**src/rtl/bpu_btb_pkg.sv**
```systemverilog
// Shared widths and counter encodings for the branch target buffer.
package bpu_btb_pkg;

  localparam int unsigned InstAddrBus = 32;
  localparam int unsigned BtbEntries  = 16;
  localparam int unsigned BtbIdxW     = $clog2(BtbEntries);
  localparam int unsigned BtbTagW     = InstAddrBus - 2 - BtbIdxW;

  // 2-bit saturating direction counter; MSB set means predict taken.
  typedef logic [1:0] ctr_t;

  localparam ctr_t CtrStrongNt = 2'b00;
  localparam ctr_t CtrWeakNt   = 2'b01;
  localparam ctr_t CtrWeakT    = 2'b10;
  localparam ctr_t CtrStrongT  = 2'b11;

endpackage

```
**src/rtl/bpu_btb.sv**
```systemverilog
// Direct-mapped branch target buffer with 2-bit saturating direction counters.
// Lookup is combinational on pc_i; one resolved-branch update per cycle is
// written at the next rising edge, so same-cycle lookups see old contents.
module bpu_btb
  import bpu_btb_pkg::*;
#(
  parameter int unsigned ENTRIES = BtbEntries
) (
  input  logic                   clk,
  input  logic                   rst,
  input  logic [InstAddrBus-1:0] pc_i,
  output logic                   isbranch_o,
  output logic [InstAddrBus-1:0] branch_addr_o,
  input  logic                   upd_valid_i,
  input  logic [InstAddrBus-1:0] upd_pc_i,
  input  logic                   upd_taken_i,
  input  logic [InstAddrBus-1:0] upd_target_i,
  input  logic                   flush_i
);

  localparam int unsigned IdxW = $clog2(ENTRIES);
  localparam int unsigned TagW = InstAddrBus - 2 - IdxW;

  function automatic ctr_t sat_ctr(ctr_t cur, logic taken);
    ctr_t nxt;
    if (taken) begin
      nxt = (cur == CtrStrongT) ? cur : ctr_t'(cur + 2'b01);
    end else begin
      nxt = (cur == CtrStrongNt) ? cur : ctr_t'(cur - 2'b01);
    end
    return nxt;
  endfunction

  logic                   valid_q  [ENTRIES];
  logic [TagW-1:0]        tag_q    [ENTRIES];
  logic [InstAddrBus-1:0] target_q [ENTRIES];
  ctr_t                   ctr_q    [ENTRIES];

  logic [IdxW-1:0] rd_idx;
  logic [TagW-1:0] rd_tag;
  logic            rd_hit;

  logic [IdxW-1:0]        upd_idx;
  logic [TagW-1:0]        upd_tag;
  logic                   upd_hit;
  logic                   upd_we;
  ctr_t                   upd_ctr_d;
  logic [InstAddrBus-1:0] upd_target_d;

  // Byte-offset bits never take part in indexing or tagging.
  logic unused_pc_lsb;
  assign unused_pc_lsb = ^{pc_i[1:0], upd_pc_i[1:0]};

  // Combinational lookup; prediction suppressed while reset or flush is active.
  always_comb begin
    rd_idx        = pc_i[IdxW+1:2];
    rd_tag        = pc_i[InstAddrBus-1:IdxW+2];
    rd_hit        = valid_q[rd_idx] && (tag_q[rd_idx] == rd_tag);
    isbranch_o    = rd_hit && ctr_q[rd_idx][1] && !rst && !flush_i;
    branch_addr_o = isbranch_o ? target_q[rd_idx] : '0;
  end

  // Update decode: train on a hit, allocate on a taken miss, drop a not-taken miss.
  always_comb begin
    upd_idx      = upd_pc_i[IdxW+1:2];
    upd_tag      = upd_pc_i[InstAddrBus-1:IdxW+2];
    upd_hit      = valid_q[upd_idx] && (tag_q[upd_idx] == upd_tag);
    upd_we       = upd_valid_i && (upd_hit || upd_taken_i);
    upd_ctr_d    = upd_hit ? sat_ctr(ctr_q[upd_idx], upd_taken_i) : CtrWeakT;
    upd_target_d = upd_taken_i ? upd_target_i : target_q[upd_idx];
  end

  // Table storage: reset beats flush, flush beats any update in the same cycle.
  always_ff @(posedge clk) begin
    if (rst) begin
      for (int i = 0; i < int'(ENTRIES); i++) begin
        valid_q[i] <= 1'b0;
        ctr_q[i]   <= CtrWeakNt;
      end
    end else if (flush_i) begin
      for (int i = 0; i < int'(ENTRIES); i++) begin
        valid_q[i] <= 1'b0;
      end
    end else if (upd_we) begin
      valid_q[upd_idx]  <= 1'b1;
      tag_q[upd_idx]    <= upd_tag;
      target_q[upd_idx] <= upd_target_d;
      ctr_q[upd_idx]    <= upd_ctr_d;
    end
  end

endmodule

```
**config.mk**
```make
export PLATFORM = sky130hd
export DESIGN_NAME = bpu_btb
export DESIGN_NICKNAME = d
export VERILOG_FILES = /design/src/rtl/bpu_btb_pkg.sv /design/src/rtl/bpu_btb.sv
export SDC_FILE = /design/constraint.sdc
export NUM_CORES = 1
export LEC_CHECK = 0
export CAP_MARGIN = 25
export CELL_PAD_IN_SITES_DETAIL_PLACEMENT = 2
export CELL_PAD_IN_SITES_GLOBAL_PLACEMENT = 2
export CORE_MARGIN = 1.5
export CORE_UTILIZATION = 35
export CTS_CLUSTER_SIZE = 24
export DETAILED_ROUTE_END_ITERATION = 8
export MAX_ROUTING_LAYER = met4
export PLACE_DENSITY = 0.64
export SYNTH_ARGS = -nofsm -noshare
export SYNTH_HDL_FRONTEND = slang
export SYNTH_SLANG_ARGS = --single-unit
```
**constraint.sdc**
```tcl
create_clock -name clk -period 7.8 [get_ports clk]
set_input_delay 2.34 -clock clk [delete_from_list [all_inputs] [get_ports clk]]
set_output_delay 2.34 -clock clk [all_outputs]
set_load 0.005 [all_outputs]
```
==> impl_metrics.toml <==
[setup_path]
cp_slowest_cell = "mux4_2"
startpoint_type = "primary input"
path_buf_inv = 6
crit_family = "multiplexers"
crit_arrival_ns = 5.57
critPathKind = "primary input to output pin"
path_cells = "buf_16 -> buf_16 -> mux4_2 -> mux4_2 -> xnor2_4 -> buf_6 -> nand4_1 -> nor3_4 -> nand3_4 -> buf_6 -> clkbuf_16 -> nor2b_1 -> clkdlybuf4s15_1"
cp-end-kind = "output pin"
cp.required_ns = 5.46
cp_max_fo = 16
slowest_delay_ns = 0.54

[place]
dp.cells = 3788
dp_hpwl_um = 79700
port-buffer-count = 129
gp_congestion = 0.795

[power_and_ir_drop]
swShare = 0.230
pwr-share-seq = 0.499
power.switching_mw = 2.67
p_int_mw = 8.95
power_frac_comb = 0.071
pwr-share-clk = 0.430
powerDensity_mw_per_mm2 = 232
leakagePower_nw = 16.0
vdd_drop_max_mv = 0.173

[synthesis]
syn_nets = 2150
synth.ff_latch_count = 976
syn_area_mm2 = 0.0422
yosysUniqueCellTypes = 67
synth-main-ff-cell = "edfxtp_1"
yosys_warnings = 0
synth_cells = 2049
async_flop_share = 0
synth-edff-count = 960
syn_avg_cell_area_um2 = 20.6
synth-seq-area-share = 0.691

[drt]
drt_iter0_markers = 1907
post_drt_wl_per_cell_um = 33.1
drtAntennaViolNets = 0
vias = 22500
dr.pass1.iters = 5
vias_per_cell = 5.62
drcViolationCount = 0
wirelength_um = 133000

[sta]
skew_ns = 0.0554
setup_viol = 20
fin_hold_ws_ns = 0.484
timing.final.ws_setup_ns = -0.110
maxSlewHeadroom = 0.263
fmax_ghz = 0.126
maxSlewViolCount = 0
post-route-period-util = 1.01
tightest_slew_ns = 1.10
rsz0062_at_grt = "yes"
finalCriticalPeriod_ns = 7.91
hold_viol = 0

[job]
maxCapViolations = 0

[clocking]
cts_max_path_buffers = 3
cts_buffers = 106
root_buffer = "clkbuf_16"
cts_tree = "done"
cts_hold_buf = 0
clkTransAtPathRegs_ns = 0.06
cts.sinks = 976
clk_latency_ns = 0.72
h-tree-depth = 3

[outcome]
violations = "negative setup slack"
outcome = "complete, but fails checks"

[grt]
grt_pass1_vias = 24800
grt_usage = 0.219
grt_pass1_wl_um = 185000
grt_max_degree = 94
antenna_found_initial = 9
grt.overflow.total = 0

[floorplanning]
rows = 127
core_area_mm2 = 0.120
die_area_mm2 = 0.123
initial_core_util = 0.353
die_y_um = 350
die_w_um = 350
io_pins = 134

[layout]
layout-area-overhead-vs-synth_pct = 18.9
finalNonFillerCells = 4008
nets = 2406
layout-drive-gt1-share = 0.325
utilization = 0.419

[hold_path]
hold_class = "register to register"
## cells in the final DEF (no fill, tap or decap), types with 26 or more instances in the layout
cell type / netlist / layout
edfxtp_1: 960 / 960
mux4_2: 367 / 367
buf_4: 12 / 115
clkbuf_16: 0 / 109
mux2i_1: 107 / 107
clkdlybuf4s50_1: 0 / 89
nand2_1: 48 / 48
xnor2_1: 37 / 35
buf_12: 2 / 29
nor2_4: 0 / 28
clkinv_1: 1 / 26
## cell usage after synthesis, types with 10 or more instances
master,instances,area (µm²)
nand3_1,15,75.1
xor2_1,17,149
nor3_1,14,70.1
a21oi_1,16,80.1
nor3_2,10,100
mux4_2,367,8270
buf_1,19,71.3
a22o_1,13,114
o21bai_1,13,97.6
a22oi_1,25,188
dfxtp_1,16,320
mux2i_1,107,1070
nor2_1,52,195
buf_4,12,90.1
clkbuf_1,67,251
inv_1,11,41.3
o21ai_0,19,95.1
nor2b_1,39,244
xnor2_1,37,324
nand2b_1,17,106
a31oi_1,16,100
buf_2,26,130
nand2_1,48,180
edfxtp_1,960,28800
## area by class of cell
class | count | area, µm²
well taps | 1612 | 2020
diodes | 7 | 17.5
repair buffers | 285 | 2910
flip-flops and latches | 976 | 29100
fillers | 11000 | 69500
inverters | 12 | 45.0
clock buffers | 129 | 2760
multi-input cells | 924 | 12600
clock inverters | 63 | 632
## registers in the layout, summed over array words and instances (netlist names)
name / flops
ctr_q: 32
target_q: 512
valid_q: 16
tag_q: 416
## power by group through the flow
stage,clock [mW],combinational (mW),sequential (mW)
2_1_floorplan,0,0.459,5.90
3_3_place_gp,0,0.782,5.91
3_5_place_dp,0,0.806,5.91
4_1_cts,5.08,0.818,5.80
5_1_grt,5.25,0.867,5.80
6_report,5.00,0.819,5.80
## routing by layer
layer	vias to the layer above	GRT usage	routed length [µm]
met2	711	0.370	67700
met5	-	-	0
met4	0	0.0705	4050
li1	9228	-	-
met3	201	0.0341	7070
met1	12400	0.272	53800
## worst paths after layout
kind	from	endpoint	slack, ns	cells after the start
worst max-delay path	pc_i[2]	branch_addr_o[0]	-0.11	13
worst min-delay path	valid_q[6]	valid_q[6]	0.48	2
worst max register to register	tag_q[0][0]	tag_q[2][22]	3.69	9
worst min register to register	valid_q[6]	valid_q[6]	0.48	2
## cell families (layout without fill, tap and decap cells)
| group | after synthesis | after routing | synth area share |
|---|---|---|---|
| compound gates | 148 | 148 | 0.0247 |
| xor+xnor | 54 | 54 | 0.0112 |
| fa+ha+maj | 2 | 2 | 0.000475 |
| buf+inv | 149 | 489 | 0.0181 |
| flops | 976 | 976 | 0.691 |
| mux | 480 | 480 | 0.223 |
| other cells | 0 | 7 | 0 |
| simple gates | 240 | 240 | 0.0312 |
## stage by stage
step / cell area [µm²] / setup TNS (ns) / setup WS, ns / power (mW)
6_report: 50200 / -0.889 / -0.110 / 11.6
5_1_grt: 50200 / -1.88 / -0.156 / 11.9
4_1_cts: 49900 / -3.79 / -0.351 / 11.7
3_5_place_dp: 46400 / -27.16 / -0.895 / 6.72
3_3_place_gp: 46400 / -23.57 / -0.743 / 6.69
2_1_floorplan: 42200 / 0 / 0.266 / 6.36
## what timing repair did
| action | in CTS | in global routing |
|---|---|---|
| pin swaps | 4 | 6 |
| setup buffers | 2 | 14 |
| resized for setup | 78 | 58 |
| endpoints found under the setup margin | 33 | 33 |
| cloned | 1 | 3 |
## worst min-delay path: stages (launching register included)
cell and delay, ns:
dfxtp_1 0.32, nand2_1 0.05, o21ai_0 0.06
Power figures use the tool's default switching activity.
